### config.mk
export PLATFORM = sky130hd
export DESIGN_NAME = fifo_wr_arbiter
export DESIGN_NICKNAME = d
export VERILOG_FILES = /design/src/rtl/fifo_wr_arbiter.sv
export SDC_FILE = /design/constraint.sdc
export NUM_CORES = 1
export LEC_CHECK = 0
export ABC_AREA = 1
export BUFFER_PORTS_ARGS = -buffer_cell sky130_fd_sc_hd__buf_2
export CELL_PAD_IN_SITES_DETAIL_PLACEMENT = 1
export CELL_PAD_IN_SITES_GLOBAL_PLACEMENT = 2
export CORE_AREA = 2 2 73 75
export DETAILED_ROUTE_END_ITERATION = 7
export DIE_AREA = 0 0 75 77
export PLACE_DENSITY_LB_ADDON = 0.1
export SYNTH_ARGS = -nofsm -noshare
export SYNTH_HDL_FRONTEND = slang
export SYNTH_SLANG_ARGS = --single-unit
### constraint.sdc
create_clock -name i_clk -period 3.1 [get_ports i_clk]
set_input_delay 0.31 -clock i_clk [delete_from_list [all_inputs] [get_ports i_clk]]
set_output_delay 0.31 -clock i_clk [all_outputs]
set_load 0.01 [all_outputs]
### src/rtl/fifo_wr_arbiter.sv
// Round-robin arbiter sharing one synchronous FIFO write port
// between several valid/ready producers, with bounded bursts.
module fifo_wr_arbiter #(
   parameter int G_WIDTH     = 8,
   parameter int G_NUM_REQ   = 4,
   parameter int G_MAX_BURST = 4,
   localparam int IDW = (G_NUM_REQ > 1) ? $clog2(G_NUM_REQ) : 1,
   localparam int CW  = $clog2(G_MAX_BURST + 1)
) (
   input  logic                         i_clk,
   input  logic                         i_rst,
   input  logic [G_NUM_REQ-1:0]         i_req_valid,
   input  logic [G_NUM_REQ*G_WIDTH-1:0] i_req_data,
   output logic [G_NUM_REQ-1:0]         o_req_ready,
   input  logic                         i_fifo_full,
   output logic                         o_fifo_wr,
   output logic [G_WIDTH-1:0]           o_fifo_data,
   output logic [G_NUM_REQ-1:0]         o_grant,
   output logic [IDW-1:0]               o_grant_id,
   output logic                         o_busy
);

   localparam logic [0:0] S_IDLE  = 1'b0;
   localparam logic [0:0] S_BURST = 1'b1;

   localparam logic [IDW:0]   NREQ     = (IDW+1)'(G_NUM_REQ);
   localparam logic [IDW-1:0] LAST_ID  = IDW'(G_NUM_REQ - 1);
   localparam logic [CW-1:0]  CNT_LAST = CW'(G_MAX_BURST - 1);

   logic [0:0]           r_state;
   logic [IDW-1:0]       r_ptr;
   logic [IDW-1:0]       r_gnt_id;
   logic [CW-1:0]        r_cnt;

   logic                 found;
   logic [IDW-1:0]       sel_id;
   logic [IDW:0]         scan_idx;
   logic [IDW-1:0]       scan_id;
   logic [IDW-1:0]       nxt_ptr;
   logic [G_NUM_REQ-1:0] gnt_oh;
   logic                 busy;
   logic                 vld_g;
   logic                 rdy_g;
   logic                 xfer;

   // Scan from r_ptr with explicit wrap so non-power-of-two counts work
   always_comb begin
      found    = 1'b0;
      sel_id   = '0;
      scan_idx = '0;
      scan_id  = '0;
      for (int i = 0; i < G_NUM_REQ; i++) begin
         scan_idx = {1'b0, r_ptr} + (IDW+1)'(i);
         if (scan_idx >= NREQ)
            scan_idx = scan_idx - NREQ;
         scan_id = scan_idx[IDW-1:0];
         if (!found && i_req_valid[scan_id]) begin
            found  = 1'b1;
            sel_id = scan_id;
         end
      end
   end

   assign busy    = (r_state == S_BURST);
   assign gnt_oh  = busy ? (G_NUM_REQ'(1) << r_gnt_id) : '0;
   assign vld_g   = i_req_valid[r_gnt_id];
   assign rdy_g   = busy && !i_fifo_full && !i_rst;
   assign xfer    = rdy_g && vld_g;
   assign nxt_ptr = (r_gnt_id == LAST_ID) ? '0 : r_gnt_id + 1'b1;

   assign o_req_ready = rdy_g ? gnt_oh : '0;
   assign o_fifo_wr   = xfer;
   assign o_fifo_data = busy ?
      i_req_data[r_gnt_id*G_WIDTH +: G_WIDTH] : '0;
   assign o_grant     = gnt_oh;
   assign o_grant_id  = r_gnt_id;
   assign o_busy      = busy;

   always_ff @(posedge i_clk) begin
      if (i_rst) begin
         r_state  <= S_IDLE;
         r_ptr    <= '0;
         r_gnt_id <= '0;
         r_cnt    <= '0;
      end else begin
         case (r_state)
            S_IDLE: begin
               if (found) begin
                  r_gnt_id <= sel_id;
                  r_cnt    <= '0;
                  r_state  <= S_BURST;
               end
            end
            S_BURST: begin
               // A stalled but still-valid requester keeps its grant
               if (xfer && r_cnt == CNT_LAST) begin
                  r_state <= S_IDLE;
                  r_ptr   <= nxt_ptr;
               end else if (xfer) begin
                  r_cnt <= r_cnt + 1'b1;
               end else if (!vld_g) begin
                  r_state <= S_IDLE;
                  r_ptr   <= nxt_ptr;
               end
            end
            default: r_state <= S_IDLE;
         endcase
      end
   end

endmodule

==> Word level (Yosys, flattened, before mapping) <==
Cells that the tools add are included.
Widths: inputs -> output; s select.
{ "totals": {"ff_bits": 8, "in_bits": 39, "wordCells": 85} }
{ "classes": {"n_addsub": 9, "n_lt_le_gt_ge": 9, "n_eq_ne": 7, "shift": 2, "n_mux": 38, "bitwise": 1, "reduce_logical": 15} }
{ "op_table": {"columns": ["operator", "n"], "rows": [
  ["$shiftx 32x6->8", 1],
  ["$mux 2", 12],
  ["$lt 2x3->1 const B", 5],
  ["$mux 1", 13],
  ["$bmux 1 s2", 5],
  ["$ge 3x3->1 const B", 3],
  ["$mux 3", 3],
  ["$mux 4", 2],
  ["$mux 8", 1],
  ["$sub 2x1->2 const B", 4],
  ["$logic_and 1x1->1", 7],
  ["$add 2x2->3 const B", 2],
  ["$ne 2x1->1 const B", 3],
  ["$pmux 3 s2", 1],
  ["$reduce_and 3->1", 2],
  ["$logic_not 1->1", 5],
  ["$ne 2x2->1 const B", 2],
  ["$shl 1x2->4 const A", 1],
  ["$add 2x1->3 const B", 1],
  ["$add 3x1->3 const B", 1],
  ["$eq 3x2->1 const B", 1],
  ["$ge 2x3->1 const B", 1],
  ["$add 2x1->2 const B", 1],
  ["$eq 2x2->1 const B", 1],
  ["other kinds (3)", 3]
]} }

==> Depth between registers and ports, before layout <==
{ "depth": {"depth_word": 16, "depth_mapped": 11} }

==> Worst setup path before layout <==
OpenSTA, ideal clock, no wires.
{ "synth_path": {"path_type": "register to output", "start": "reg r_gnt_id[0], in the netlist o_grant_id[0]", "end": "out o_req_ready[2]", "t_arrival_ps": 1379, "setup_slack_ps": 1411, "stages_incl_launch_ff": 7, "n_path_buf": 2, "cell_sequence": "dfxtp_1 > buf_2 > clkinv_1 > clkbuf_1 > ha_1 > nand2_1 > nor2_1"} }
{ "synth_between": {"elab_chain_len": 3} }
{ "synth_lines": {"columns": ["item", "line_no", "source"], "rows": [
  ["start: declaration", "32", "logic [IDW-1:0] r_gnt_id;"],
  ["start signal: assignment", "89", "r_gnt_id <= sel_id;"],
  ["$shl 1x2->4", "65", "assign gnt_oh = busy ? (G_NUM_REQ'(1) << r_gnt_id) : '0;"],
  ["$mux 4", "65", null],
  ["$mux 4", "71", "assign o_req_ready = rdy_g ? gnt_oh : '0;"],
  ["end: declaration", "14", "output logic [G_NUM_REQ-1:0] o_req_ready,"]
]} }
Every way passes these cells.

==> Worst setup path in the final report <==
{ "layout_path": {"start": "reg r_gnt_id[0], in the netlist o_grant_id[0]", "end": "out o_req_ready[0]"} }
Same word-level chain as after synthesis.

==> results.cfg <==
[sta]
setup_tns_ns = 0
setup_violations = 0
min_period_ns = 2.31
grt_setup_unrepaired = no
slew_headroom = 0.541
fin_skew_ns = 0.000130
period_share = 0.744
slew_viol_final = 0
fin_ws_ns = 0.793
hold_violations = 0
max_freq_mhz = 434
worstMarginPinSlew_ns = 0.687
holdWs_ns = 0.289

[logic_synthesis]
synth_area_leaders = nor2_1 14%, dfxtp_1 14%, nand2_1 10%
synth_nets = 234
ys_ff_latch = 8
synth_top_area_frac = 0.144
yosysUniqueCellTypes = 26
synth_seq_area_share = 0.143
synth_area_per_cell_um2 = 5.91
synth_cells = 189
synth_warnings = 0
yosysTopAreaCell = nor2_1
netlist_area_um2 = 1120

[clock_tree]
cts_hold_buf = 0
path_clk_slew_ns = 0.04
tritoncts = built
insertion_delay_ns = 0.23
cts_made_buffers = 3
ctsResizeCount = 0
clk_path_buf_depth = 2
cts_root_buf = clkbuf_8
clock-sinks = 8
cts_max_level = 1
post_cts_buffers = 0

[placement]
gp_congestion = 0.714
dp_cells = 311
io_buffers = 58
place_hpwl_mm = 3.00
pre_cts_slack_ns = 0.995

[floorplanning]
fp.dieH_um = 77
die_x_um = 75
start_util = 0.224
io_pins = 59
die_area_um2 = 5780
core-area_um2 = 4980
num_rows = 26

[cells_and_area]
mostFrequentLayoutCell = buf_2
antenna_cells = 0
fin_nets = 291
final_cell_mix = 58 x buf_2, 43 x nor2_1, 31 x nand2_1, 20 x o21ai_0, 17 x a21oi_1
fin_util = 0.301
final_cells = 314
multi_input_area_um2 = 826
n_fill_cell = 681
ff_latch_area_um2 = 160
area_delta_synth_final_pct = 34.2
drive_gt1_frac = 0.369

[global_routing]
grt_max_degree = 21
grt_first_pass_wirelength_mm = 6.06
antenna_found_initial = 0
grt.overflow.total = 0
grt_pass1_vias = 1314
grtUsageTotal = 0.132

[critical_path]
required_ns = 2.79
critPathCaptureType = primary output
worstSetupPathType = reg2out
crit_family = buffers and inverters
path_buf_inv = 2
crit_path_max_fanout = 20
worstPathArrival_ns = 2.00
critPathLaunchType = flip-flop
cpPeakStageDelay_ns = 0.56
path_cells = clkinv_1 > ha_1 > nand2_1 > nor2_1 > buf_2
crit_slowest_cell = dfxtp_1

[detailed_routing]
wl_per_cell_um = 12.0
drc = 0
drt_iter0_markers = 28
num_vias = 1357
drt_pass1_iterations = 4
final_antenna_net_count = 0
finalWirelength_mm = 3.78
viasPerCell = 4.32

[power_and_ir_drop]
peakVddDrop_mv = 0.276
power_leakage_nw = 0.812
p_per_area_nw_per_um2 = 800

[min_path]
min_path_type = in2reg

[job]
maxCapViolCount = 0

[status]
outcome = finished clean
-- cell type report --
type | count | area share
multi-input cells | 152 | 0.551
repair buffers | 60 | 0.204
flip-flops and latches | 8 | 0.107
well taps | 70 | 0.0584
inverters | 21 | 0.0526
clock buffers | 3 | 0.0275
-- worst paths after layout --
path	start	to	slack (ns)	depth (start not counted)
worst max-delay path	o_grant_id[0]	o_req_ready[0]	0.79	5
worst max register to register	o_grant_id[0]	r_ptr[1]	1.17	4
worst min register to register	r_cnt[0]	r_cnt[0]	0.46	1
worst min-delay path	i_rst	r_cnt[2]	0.29	2
-- layer usage --
metal,track usage,up-vias,wire length (µm)
li1,-,716,-
met1,0.170,594,1760
met2,0.221,42,1750
met3,0.0250,5,230
met4,0.0321,0,36
met5,0,-,0
-- flip-flops by register name (all words and copies together), names as in the netlist --
name	flops
o_grant_id	2
r_cnt	3
r_ptr	2
o_busy	1
-- stage by stage --
stage,total power (W),instance area (µm²)
3_3_place_gp,0.00110,1460
6_report,0.00120,1500
5_1_grt,0.00134,1500
4_1_cts,0.00123,1500
2_1_floorplan,0.000861,1120
3_5_place_dp,0.00110,1460
-- synth_stat cells, drive strengths merged --
| library cell | instances |
|---|---|
| nand2 | 45 |
| nor2 | 45 |
| o21ai | 26 |
| inv | 20 |
| a21oi | 18 |
| dfxtp | 8 |
| nand3 | 8 |
| ha | 6 |
| buf | 5 |
| clkbuf | 3 |
| o211ai | 2 |
| clkinv | 1 |
| nor3 | 1 |
| or2 | 1 |
-- worst reg2reg max path, cell delays in order, from the launching register on --
cell      delay (ns)
dfxtp_1         0.56
clkinv_1        0.54
ha_1            0.48
o21ai_0         0.18
a21oi_1         0.06
-- kinds of logic (layout without fill, tap and decap cells) --
| group | count (synthesis) | in the layout | synth area share |
|---|---|---|---|
| flip-flops | 8 | 8 | 0.143 |
| AND/OR/NAND/NOR | 100 | 100 | 0.448 |
| AO/OA/AOI/OAI | 46 | 46 | 0.224 |
| buffers and inverters | 29 | 84 | 0.118 |
| adder cells (fa/ha/maj) | 6 | 6 | 0.0672 |
-- report_power, final --
group	switching [W]	total (W)	internal, W
sequential	0.0000797	0.000212	0.000132
combinational	0.000549	0.000862	0.000313
clock	0.0000412	0.000125	0.0000841
total	0.000670	0.00120	0.000529
(Power assumes the default switching activity.)
